### config.mk
export PLATFORM = sky130hd
export DESIGN_NAME = prbs_sat_counter
export DESIGN_NICKNAME = d
export VERILOG_FILES = /design/src/rtl/prbs_pkg.sv /design/src/rtl/prbs_sat_counter.sv
export SDC_FILE = /design/constraint.sdc
export NUM_CORES = 1
export LEC_CHECK = 0
export BUFFER_PORTS_ARGS = -buffer_cell sky130_fd_sc_hd__buf_2
export CAP_MARGIN = 20
export CORE_MARGIN = 2
export CORE_UTILIZATION = 54
export DETAILED_ROUTE_END_ITERATION = 10
export PLACE_DENSITY = 0.78
export SLEW_MARGIN = 10
export SYNTH_ARGS = -nofsm -noshare
export SYNTH_HDL_FRONTEND = slang
export SYNTH_SLANG_ARGS = --single-unit
export TNS_END_PERCENT = 10
### constraint.sdc
create_clock -name clk -period 2.77 [get_ports clk]
set_clock_uncertainty 0.1 [all_clocks]
set_input_delay 0.277 -clock clk [delete_from_list [all_inputs] [get_ports clk]]
set_output_delay 0.277 -clock clk [all_outputs]
set_load 0.005 [all_outputs]
### src/rtl/prbs_pkg.sv
// prbs_pkg
// Definitions shared by the PRBS checker and the pattern generator that
// feeds it:
//   state_t   checker FSM states
//   tap_t     feedback tap pair (ta, tb) of the Fibonacci LFSR
//   tap_pair  maps an LFSR width (2..7) to its tap pair; the generator uses
//             the same function, so the two ends cannot disagree
//   DEF_*     default parameter values for the checker
package prbs_pkg;

  typedef enum logic [1:0] {
    SEED   = 2'd0,
    SYNC   = 2'd1,
    LOCKED = 2'd2
  } state_t;

  typedef struct packed {
    logic [2:0] ta;
    logic [2:0] tb;
  } tap_t;

  // Internal run/match/seed counters are a fixed 8 bits wide.
  typedef logic [7:0] cnt8_t;

  localparam int DEF_WIDTH      = 5;
  localparam int DEF_LOCK_COUNT = 8;
  localparam int DEF_ERR_LIMIT  = 4;
  localparam int DEF_CNT_WIDTH  = 16;

  function automatic tap_t tap_pair(input int width);
    tap_t t;
    case (width)
      2:       t = '{ta: 3'd1, tb: 3'd0};
      3:       t = '{ta: 3'd2, tb: 3'd1};
      4:       t = '{ta: 3'd3, tb: 3'd2};
      5:       t = '{ta: 3'd4, tb: 3'd2};
      6:       t = '{ta: 3'd5, tb: 3'd4};
      7:       t = '{ta: 3'd6, tb: 3'd5};
      default: t = '{ta: 3'd4, tb: 3'd2};
    endcase
    return t;
  endfunction

endpackage

### src/rtl/prbs_sat_counter.sv
// prbs_sat_counter
// Up-counter that sticks at all-ones instead of wrapping.
//   clk    rising-edge clock
//   reset  synchronous active-high reset, q <= 0
//   clr    synchronous clear, wins over inc in the same cycle
//   inc    count up by one this cycle
//   q      registered count
module prbs_sat_counter
  import prbs_pkg::*;
#(
  parameter int WIDTH = DEF_CNT_WIDTH
) (
  input  logic             clk,
  input  logic             reset,
  input  logic             clr,
  input  logic             inc,
  output logic [WIDTH-1:0] q
);

  function automatic logic [WIDTH-1:0] sat_inc(input logic [WIDTH-1:0] v);
    return (&v) ? v : v + WIDTH'(1);
  endfunction

  always_ff @(posedge clk) begin
    if (reset) begin
      q <= '0;
    end else if (clr) begin
      q <= '0;
    end else if (inc) begin
      q <= sat_inc(q);
    end
  end

endmodule

Word-level counts from Yosys, hierarchy flattened. Cells that the tools add are included.

Bits in registers: 16. Input port bits: 4. Output and inout port bits: 16. Logic and storage cells: 6.

$add $sub $neg: 1. Bitwise operators: 1. Reduce and logical (&&, ||, !) cells: 3.

Operator list (count): adder 16 x 1 -> 16 bit, second input constant (1); AND reduction 16 bit (1); AND reduction 2 bit (1); OR reduction 2 bit (1); inverter 1 bit (1).

Depth between registers and ports, before layout.
Word-level depth: 3. Depth in mapped cells: 6. Mapped depth without buffers: 5.

Worst setup path before layout. OpenSTA, ideal clock, no wires.

Kind: reg2reg. From: register q[0]. To: register q[9]. Library setup time: 0.072 ns. Arrival: 1.608 ns. Required time: 2.598 ns. Setup slack: 0.990 ns. Stages on the path, launching flop included: 7. Path buffers: 1. Period minus slack after synthesis: 1.780 ns. Cells stage by stage: dfxtp_1 -> ha_1 -> nand4_1 -> or4_1 -> buf_2 -> nand3_1 -> mux2i_1.

Cells in the longest elaborated chain, start to end: 3. Elaborated cells on any way between the ends: 4. Classes of those cells: 1 x add/sub; 1 x bitwise; 2 x reduce/logical.

Ends and longest elaborated chain: start: declaration (RTL line prbs_sat_counter.sv:17) `output logic [WIDTH-1:0] q`; start signal: assignment (RTL line prbs_sat_counter.sv:30) `q <= sat_inc(q);`; branches (longest 3 deep; another with adder 16 x 1 -> 16 bit).

Parallel ways; which one is timed is not known. A chain may end at the register's enable or synchronous reset.

Worst setup path in the final report. Ends and elaborated chain as after synthesis.

==> impl_metrics.py <==
metrics = {
    "timing": {
        "max_slew_margin_pct": 58.7,
        "fin_crit_ns": 1.98,
        "rsz0062_at_grt": "no",
        "hold_viol": 0,
        "tightest_slew_ns": 0.615,
        "setup_viol": 0,
        "fin_crit_sh_pct": 71.5,
        "finalSetupTns_ns": 0,
        "fin_ws_ns": 0.788,
        "finalMaxSlewViolations": 0,
        "fmax_mhz": 505,
    },
    "final_layout": {
        "num-nets-final": 125,
        "seq_area_sq_um": 320,
        "fin_area_sq_um": 977,
        "largest-register": "q",
        "fill_cells": 119,
        "drive_above_1_share_pct": 21.8,
        "largest_register_ffs": 16,
        "multiInputGateArea_sq_um": 502,
        "fin_util_pct": 66.4,
        "syn2layout_area_growth_pct": 17.1,
        "reg_top3": "q: 16 flops",
        "n_antenna_cell": 0,
    },
    "drt": {
        "drc": 0,
        "drtAntennaViolNets": 0,
        "routedWlPerCell_microns": 14.6,
        "wirelength_microns": 1970,
        "met2_length_microns": 879,
        "route.met3.wl_microns": 109,
        "routed-via-count": 861,
        "routed.top_layer": "met4",
        "wl_met1_microns": 943,
        "viasPerCell": 6.38,
        "firstDrtPassIters": 4,
        "initialDrtViolationCount": 32,
    },
    "worst_setup_path": {
        "r2r-start": "q[0]",
        "required_ns": 2.90,
        "rrSetupSlack_ns": 0.79,
        "arrival_ns": 2.11,
        "rr_worst_depth": 5,
        "startpoint_type": "flop",
        "rr_endpoint": "q[9]",
        "slowest_delay_ns": 0.65,
        "end_kind": "flop",
        "worst-path-max-fanout": 6,
        "cp_cell_sequence": "ha_1, nand4_1, or4_1, nand3_1, mux2i_1",
        "critPathKind": "flop to flop",
        "cpMaxStageDelayCell": "or4_1",
    },
    "hold_path": {
        "hp-class": "input port to flop",
        "worstHoldEndpoint": "q[9]",
        "min_from": "reset",
        "hold_depth": 3,
    },
    "clock_tree": {
        "holdBufCountCts": 0,
        "cts_made_buffers": 3,
        "cts_root_buffer": "clkbuf_4",
        "path_clk_slew_ns": 0.10,
        "cts.sinks": 16,
        "post-cts-setup-buffers": 0,
        "clk_latency_ns": 0.29,
        "cts_tree": "yes",
        "clk_path_buf_depth": 2,
        "ctsResizeCount": 0,
        "h-tree-depth": 1,
    },
    "synthesis": {
        "synth_cells": 98,
        "syn_area_per_cell_sq_um": 8.52,
        "yosysWarningCount": 0,
        "post_synth_num_cell_types": 31,
        "synth_area_leaders": "dfxtp_1 38%, and4_1 9.4%, nand2_1 4.5%",
        "ys_seq_area_share_pct": 38.4,
        "synth_area_leader_cell": "dfxtp_1",
        "yosysTopAreaCellShare_pct": 38.4,
        "syn_nets": 103,
        "syn_area_sq_um": 835,
        "synth_seq_cells": 16,
    },
    "grt": {
        "overflow": 0,
        "grt_pass1_vias": 765,
        "grt_max_degree": 11,
        "grt.total_usage_pct": 24.3,
        "antenna_found_initial": 0,
        "grt_pass1_wl_microns": 3480,
    },
    "power_and_ir_drop": {
        "p_per_area_nw_per_um2": 415,
        "peakVddDrop_uv": 259,
        "leakagePower_uw": 0.000400,
    },
    "floorplanning": {
        "initial_core_util_pct": 56.7,
        "core-area_sq_um": 1470,
        "die_y_microns": 43.3,
        "die_width_microns": 43.3,
        "ios": 20,
        "rows": 14,
        "dieArea_sq_um": 1880,
    },
    "run": {
        "drv_cap": 0,
    },
    "placed_design": {
        "routabilityCongestion": 0.891,
        "pre_cts_ws_ns": 0.827,
        "portBuffers": 19,
        "dp_hpwl_microns": 1370,
        "placedInstanceArea_sq_um": 941,
    },
    "status": {
        "status": "finished, final reports clean",
    },
}
power by group:
group	internal [uW]	total, uW	leakage (uW)	switching, uW
Sequential	231	232	0.000129	1.15
Clock	80.1	161	0.0000210	80.4
Combinational	5.02	13.2	0.000250	8.13
critical path: cells and delay by family, from the launching register on:
family | cells | cell delay [ns]
adders and majority gates | 1 | 0.23
DFF | 1 | 0.40
muxes | 1 | 0.17
and+or+nand+nor | 3 | 1.01
logic make-up after synthesis:
kind of cell               share of synthesized area [%]
and+or+nand+nor                                     36.9
AOI/OAI and AO/OA                                   19.5
DFF                                                 38.4
buffers and inverters                               1.50
xor gates and xnor gates                            1.05
muxes                                               1.20
adders and majority gates                           1.50
area by class of cell:
| cell class | instances | area share [%] |
|---|---|---|
| multi-input combinational | 79 | 51.3 |
| sequential | 16 | 32.8 |
| timing repair buffer | 19 | 9.73 |
| clock buffer | 4 | 3.71 |
| tap | 16 | 2.05 |
| inverter | 1 | 0.384 |
how the worst max path moves through the flow:
stage               start  slack, ns  endpoint
finish               q[0]       0.79      q[9]
floorplan            q[0]       0.99      q[9]
detailed placement   q[0]       0.83      q[9]
CTS                  q[0]       0.82      q[9]
global route         q[0]       0.64     q[15]
global placement     q[0]       0.93      q[9]
Yosys cell counts:
master	number
or3_1	4
ha_1	1
and3_1	2
buf_2	1
nor3b_1	1
nand4_2	1
o31ai_1	2
o311ai_0	1
nor2_1	6
xor2_1	1
o21ai_0	7
and4_1	9
a211oi_1	1
nand4_1	3
or2_2	1
nor4_2	1
or4_1	3
nand3_1	5
clkbuf_1	1
inv_1	1
a41o_1	1
nor3_1	2
a31oi_1	5
nand2_1	10
a21oi_1	6
nor2b_1	1
and4b_1	1
a21o_1	1
mux2i_1	1
o41ai_1	2
dfxtp_1	16
metal layers:
layer  up-vias  GRT usage (%)
li1        434              -
met1       392           34.2
met2        30           37.3
met3         5           4.26
met4         0           9.09
met5         -              0
layout by cell type, fill, tap and decap left out, types with 2 or more instances in the layout:
| cell type | count |
|---|---|
| buf_2 | 19 |
| dfxtp_1 | 16 |
| nand2_1 | 10 |
| and4_1 | 9 |
| o21ai_0 | 7 |
| nor2_1 | 6 |
| a21oi_1 | 6 |
| nand3_1 | 5 |
| a31oi_1 | 5 |
| or3_1 | 4 |
| nand4_1 | 3 |
| or4_1 | 3 |
| clkbuf_4 | 3 |
| o41ai_1 | 2 |
| o31ai_1 | 2 |
| and3_1 | 2 |
| nor3_1 | 2 |
per-stage QoR:
step | total power (uW) | std cells | hold slack (ns)
3_3_place_gp | 250 | 131 | 0.380
4_1_cts | 405 | 135 | 0.163
6_report | 406 | 135 | 0.161
5_1_grt | 417 | 135 | 0.211
3_5_place_dp | 250 | 131 | 0.403
2_1_floorplan | 245 | 98 | 0.353
(Power assumes the default switching activity.)
